==> config.mk <==
export PLATFORM = sky130hd
export DESIGN_NAME = rvfi_commit_serializer
export DESIGN_NICKNAME = d
export VERILOG_FILES = /design/src/rtl/rvfi_commit_serializer.sv
export SDC_FILE = /design/constraint.sdc
export NUM_CORES = 2
export LEC_CHECK = 0
export CAP_MARGIN = 0
export CORE_MARGIN = 2
export CORE_UTILIZATION = 45
export CTS_CLUSTER_DIAMETER = 150
export DETAILED_ROUTE_END_ITERATION = 10
export PLACE_DENSITY_LB_ADDON = 0.1
export SLEW_MARGIN = 15
export SYNTH_ARGS = -nofsm -noshare
export SYNTH_HDL_FRONTEND = slang
export SYNTH_SLANG_ARGS = --single-unit
==> constraint.sdc <==
create_clock -name clk -period 31.2 [get_ports clk]
set_input_delay 4.68 -clock clk [delete_from_list [all_inputs] [get_ports clk]]
set_output_delay 4.68 -clock clk [all_outputs]
set_load 0.02 [all_outputs]
==> src/rtl/rvfi_commit_serializer.sv <==
// Multi-lane ROB commit to single-lane RVFI serializer: in-order FIFO, 64-bit order stamping, drain handshake.
// Optional same-cycle bypass of an empty FIFO is enabled with `define RVFI_SER_BYPASS_EN.
module rvfi_commit_serializer #(
  parameter int LANES = 2,
  parameter int DEPTH = 8,
  parameter int PKT_W = 311
) (
  input  logic                       clk,
  input  logic                       rst,
  input  logic [LANES-1:0]           in_valid,
  input  logic [LANES*PKT_W-1:0]     in_pkt,
  output logic                       in_ready,
  input  logic                       drain_req,
  output logic                       drain_done,
  output logic                       out_valid,
  output logic [63:0]                out_order,
  output logic [PKT_W-1:0]           out_pkt,
  output logic [$clog2(DEPTH):0]     occupancy,
  output logic [$clog2(DEPTH):0]     high_water,
  output logic                       protocol_err
);
  localparam int AW = $clog2(DEPTH);
  localparam int CW = AW + 1;

  typedef enum logic [1:0] {RUN, DRAIN, DONE} state_e;

  state_e             state_q, state_d;
  logic [PKT_W-1:0]   mem_q [DEPTH];
  logic [AW-1:0]      wr_q, wr_d, rd_q, rd_d;
  logic [CW-1:0]      cnt_q, cnt_d, hw_q, hw_d;
  logic [63:0]        order_q, order_d, out_order_q, out_order_d;
  logic [PKT_W-1:0]   out_pkt_q, out_pkt_d;
  logic               out_valid_q, out_valid_d;
  logic               rdy_q, rdy_d, err_q, err_d;

  logic [CW-1:0]      k, push_cnt;
  logic               contig, gap, any_v, fits, push_ok, byp, pop, wr_en;

  // Lane count and contiguity: any valid lane above an idle one is illegal.
  always_comb begin
    k      = '0;
    contig = 1'b1;
    gap    = 1'b0;
    for (int i = 0; i < LANES; i++) begin
      if (in_valid[i]) begin
        k = k + CW'(1);
        if (gap) contig = 1'b0;
      end else begin
        gap = 1'b1;
      end
    end
  end

  assign any_v   = |in_valid;
  assign fits    = (cnt_q + k) <= CW'(DEPTH);
  assign push_ok = any_v && rdy_q && contig && fits;
  assign pop     = (cnt_q != '0);

`ifdef RVFI_SER_BYPASS_EN
  assign byp = push_ok && (cnt_q == '0) && !out_valid_q && (in_valid == LANES'(1));
`else
  assign byp = 1'b0;
`endif

  assign wr_en    = push_ok && !byp;
  assign push_cnt = wr_en ? k : '0;

  always_comb begin
    state_d = state_q;
    cnt_d   = cnt_q + push_cnt - CW'(pop);
    wr_d    = wr_q + AW'(push_cnt);
    rd_d    = rd_q + AW'(pop);
    hw_d    = (cnt_d > hw_q) ? cnt_d : hw_q;
    err_d   = err_q | (any_v && (!contig || !rdy_q || !fits));
    unique case (state_q)
      RUN:     if (drain_req) state_d = DRAIN;
      DRAIN:   if (!drain_req) state_d = RUN;
               else if (cnt_d == '0) state_d = DONE;
      DONE:    if (!drain_req) state_d = RUN;
      default: state_d = RUN;
    endcase
    rdy_d       = (state_d == RUN) && ((CW'(DEPTH) - cnt_d) >= CW'(LANES));
    order_d     = order_q + 64'(pop | byp);
    out_valid_d = pop;
    // While idle the order output previews the next number to be stamped.
    out_order_d = pop ? order_q : order_d;
    out_pkt_d   = out_pkt_q;
    if (pop)      out_pkt_d = mem_q[rd_q];
    else if (byp) out_pkt_d = in_pkt[PKT_W-1:0];
  end

  always_ff @(posedge clk or posedge rst) begin
    if (rst) begin
      state_q     <= RUN;
      wr_q        <= '0;
      rd_q        <= '0;
      cnt_q       <= '0;
      hw_q        <= '0;
      err_q       <= 1'b0;
      rdy_q       <= 1'b0;
      order_q     <= '0;
      out_order_q <= '0;
      out_pkt_q   <= '0;
      out_valid_q <= 1'b0;
    end else begin
      state_q     <= state_d;
      wr_q        <= wr_d;
      rd_q        <= rd_d;
      cnt_q       <= cnt_d;
      hw_q        <= hw_d;
      err_q       <= err_d;
      rdy_q       <= rdy_d;
      order_q     <= order_d;
      out_order_q <= out_order_d;
      out_pkt_q   <= out_pkt_d;
      out_valid_q <= out_valid_d;
    end
  end

  // Storage needs no reset; only lanes below k are written, in lane order.
  always_ff @(posedge clk) begin
    if (wr_en) begin
      for (int i = 0; i < LANES; i++) begin
        if (CW'(i) < k) mem_q[wr_q + AW'(i)] <= in_pkt[i*PKT_W +: PKT_W];
      end
    end
  end

  assign in_ready     = rdy_q;
  assign drain_done   = (state_q == DONE);
  assign occupancy    = cnt_q;
  assign high_water   = hw_q;
  assign protocol_err = err_q;
  assign out_valid    = out_valid_q | byp;
  assign out_pkt      = byp ? in_pkt[PKT_W-1:0] : out_pkt_q;
  assign out_order    = byp ? order_q : out_order_q;

endmodule

==> impl_results.md <==
* Status: finished clean
* Crit path time final at 10,820 ps
* Initial Util at 0.4524
* WL/cell at 31.21 um
* Syn_area_per_cell at 17.45 um^2
* Largest family of logic cells by synthesized area: multiplexers
* Crit. End Element: flop
* Global-route wire length before repair at 605.1 mm
* Detailed Place HPWL at 242.6 mm
* R2R Setup Slk at 24,570 ps
* Cts repair resizes at 0
* Final hold viol count at 0
* Num rows at 204
* CTS tree: done
* Yosys cell types at 50
* Clock Sinks at 2,946
* Fraction of layout instances using a drive strength above 1 at 0.3707
* Endpoints failing setup at 0
* RSZ-0062 raised after global routing: false
* Mux cell area share after synthesis at 0.3231
* Leakage power total at 0.05595 uW
* Top FF cell, synth: edfxtp_1
* XOR/XNOR share of the synthesized area at 0.008330
* Hold Path Cell Cnt at 2
* Register area at 0.08618 mm^2
* Post-synthesis sequential area ratio at 0.6162
* Kind of critical path: in2reg
* Drt drc at 0
* GRT Util Overall at 0.2631
* Clock skew at 51.26 ps
* Chip Height at 561.5 um
* # IOs at 1,014
* R2R Path Start: occupancy[0]$_DFF_PP0_
* Post-synth ARST share at 0.1555
* RR Endpoint: mem_q[1][139]$_DFFE_PP_
* Pwr/cell area at 79.18 mW/mm^2
* Grt ovf at 0
* Post-CTS setup buffer count at 0
* Final Cell Area at 0.1650 mm^2
* Register bit count reported by yosys at 2,946
* Hold Path End: out_pkt[132]$_DFFE_PP0N_
* Multi-input logic area at 0.05109 mm^2
* Initial DRT Pass Iterations at 6
* Synth Instances at 8,014
* P&R area growth vs syn at 18.01%
* DIE WIDTH at 561.5 um
* Worst reg2reg path depth at 13
* Final Util at 0.5339
* Hold wc startpoint: out_pkt[132]$_DFFE_PP0N_
* Total CTS buffers at 332
* Largest net degree at the start of global routing at 147
* Worst min-delay path category: reg2reg
* Number of flops mapped to enable cells by yosys at 2,488
* Die area at 0.3152 mm^2
* Slew margin rel. at 0.2060
* Post-CTS Hold Buffers at 0
* Fin nets at 9,621
* Syn Std Cell Area at 0.1398 mm^2
* Final period utilization at 0.3468
* Post-DRT Antenna Nets at 0
* Post-Syn Nets at 8,668
* DRT iter0 DRCs at 7,325
* Non-filler cells, final at 13,440
* Placed Instance Area at 0.1540 mm^2
* Simple-gate share of the synthesized area at 0.01813
* Vias in the first global route at 82,540
* Initial antenna violation count at 193
* Fillcell total at 25,020
* Root Driver: clkbuf_16
* Max Cap Viol at 0
* Critical Path Fanout Max at 48
* Htree depth at 5
* Core region area at 0.3091 mm^2
* Type of origin of the critical path: primary input
* Dpl cells at 12,750
* Placer Congestion at 0.8243
* Compound-Gate Fraction of Synth Area at 0.01226
* WHS at 476.6 ps
* Post-Synth Adder-Cell Area at 0.002577
* Reg clk slew, reported paths at 60 ps
* Routed vias at 79,520
* Vias per inst at 5.916
* Peak Freq at 92.41 MHz
* I/O Buffers at 1,013
* Worst Tran Pin Value at 1191 ps
* Crit path required time at 31,860 ps
* Synth Warn # at 0
* Crit path DAT at 11,480 ps
* Clock Tree Buf Depth at 4
* VDD IR max at 0.00009456 V
* Latest clock arrival within the worst-skew pair at 940 ps
* Final Max Slew Viols at 0
* Final WL at 419.5 mm
==> Yosys cell counts (all sizes together) (2+ instances only) <==
master  instances  area share
and2            4     0.00018
o41ai           3     0.00019
mux4          622        0.10
fa              3     0.00043
xor2           79      0.0049
a21o            3     0.00016
o31ai           4     0.00021
nand3          41      0.0015
or2             5     0.00022
and4            7     0.00044
nor3           28      0.0011
or3             2    0.000089
nor2b           2    0.000089
and3           14     0.00063
a21oi           2    0.000072
o21a            3     0.00016
nor2           61      0.0016
o21ai         312       0.011
nand2         366      0.0098
ha             24      0.0021
nand4          21     0.00098
xnor2          54      0.0034
inv            29     0.00078
mux2i         313       0.022
nor3b           3     0.00020
edfxtp       2488        0.53
nand2b          4     0.00018
nor4           18     0.00091
clkbuf        159      0.0043
dfrtp         458       0.082
buf           384       0.014
mux2         2490        0.20
==> how the worst max path moves through the flow <==
stage	start	endpoint	slack, ps	depth (start not counted)
finish	in_valid[0]	mem_q[1][139]$_DFFE_PP_	20380	16
global route	in_valid[0]	mem_q[5][168]$_DFFE_PP_	20160	14
CTS	in_valid[0]	mem_q[5][168]$_DFFE_PP_	20390	14
detailed placement	in_valid[0]	mem_q[5][90]$_DFFE_PP_	19400	14
global placement	in_valid[0]	mem_q[7][122]$_DFFE_PP_	19290	15
floorplan	in_valid[0]	mem_q[5][0]$_DFFE_PP_	-7890	9
==> critical path, cell delays in order <==
cell             delay (ps)
clkdlybuf4s50_1         580
inv_1                    90
ha_1                    330
ha_1                    190
inv_1                    70
fa_1                    400
xnor2_1                 150
nor3b_2                 270
o31ai_1                 280
nor3_4                  210
buf_4                   600
buf_4                   890
buf_4                   800
buf_4                   660
buf_4                   630
mux2_2                  410
==> final cells by class <==
| type | count | share of cell area |
|---|---|---|
| Antenna cell | 72 | 0.001092 |
| Multi-Input combinational cell | 4496 | 0.3096 |
| Timing Repair Buffer | 1162 | 0.06973 |
| Tap cell | 4120 | 0.03124 |
| Clock buffer | 485 | 0.05712 |
| Inverter | 29 | 0.0007506 |
| Clock inverter | 131 | 0.008287 |
| Sequential cell | 2946 | 0.5222 |
==> sequential cells by signal, indices dropped and copies added, names as in the netlist, 3 cells and up <==
register / count
wr_q: 3
order_q: 64
out_order: 64
rd_q: 3
high_water: 4
mem_q: 2488
out_pkt: 311
occupancy: 4
==> per-layer routing <==
| layer | vias up | routed length (um) | part of all wire | GRT usage |
|---|---|---|---|---|
| met3 | 733 | 28900 | 0.069 | 0.05518 |
| li1 | 33970 | - | - | - |
| met4 | 140 | 11620 | 0.028 | 0.07606 |
| met5 | - | 864 | 0.0021 | 0 |
| met1 | 42110 | 177000 | 0.42 | 0.3581 |
| met2 | 2565 | 201200 | 0.48 | 0.4265 |
==> where the power goes <==
part	internal [uW]	total (uW)	switching (uW)	leakage, uW
registers	4910	5220	314	0.0281
clock network	2220	3890	1670	0.00525
logic	1790	3950	2170	0.0226
total	8920	13100	4150	0.0559
==> cell usage in the layout, fill, tap and decap left out, types with 48 or more instances in the layout <==
| cell type | instances |
|---|---|
| edfxtp_1 | 2488 |
| mux2_2 | 2165 |
| clkdlybuf4s50_1 | 1013 |
| mux4_2 | 622 |
| dfrtp_1 | 455 |
| nand2_1 | 366 |
| clkbuf_16 | 335 |
| mux2_1 | 325 |
| mux2i_1 | 313 |
| o21ai_0 | 311 |
| buf_4 | 129 |
| clkbuf_1 | 102 |
| xor2_1 | 79 |
| diode_2 | 72 |
| nor2_1 | 59 |
| xnor2_1 | 54 |
| clkinv_1 | 51 |
| clkbuf_8 | 48 |
==> metrics by stage <==
| step | setup slack (ps) | setup TNS, ps | power [uW] |
|---|---|---|---|
| 2_1_floorplan | -7889 | -7360530 | 7924 |
| 3_3_place_gp | 19290 | 0 | 9262 |
| 3_5_place_dp | 19400 | 0 | 9308 |
| 4_1_cts | 20390 | 0 | 13210 |
| 5_1_grt | 20160 | 0 | 13610 |
| 6_report | 20380 | 0 | 13070 |
==> logic make-up after synthesis <==
logic type,Yosys count
simple gates,579
flops,2946
mux,3425
xor+xnor,133
buf+inv,572
fa+ha+maj,27
compound gates,332
Note: power is estimated with default switching activity, not from simulation.
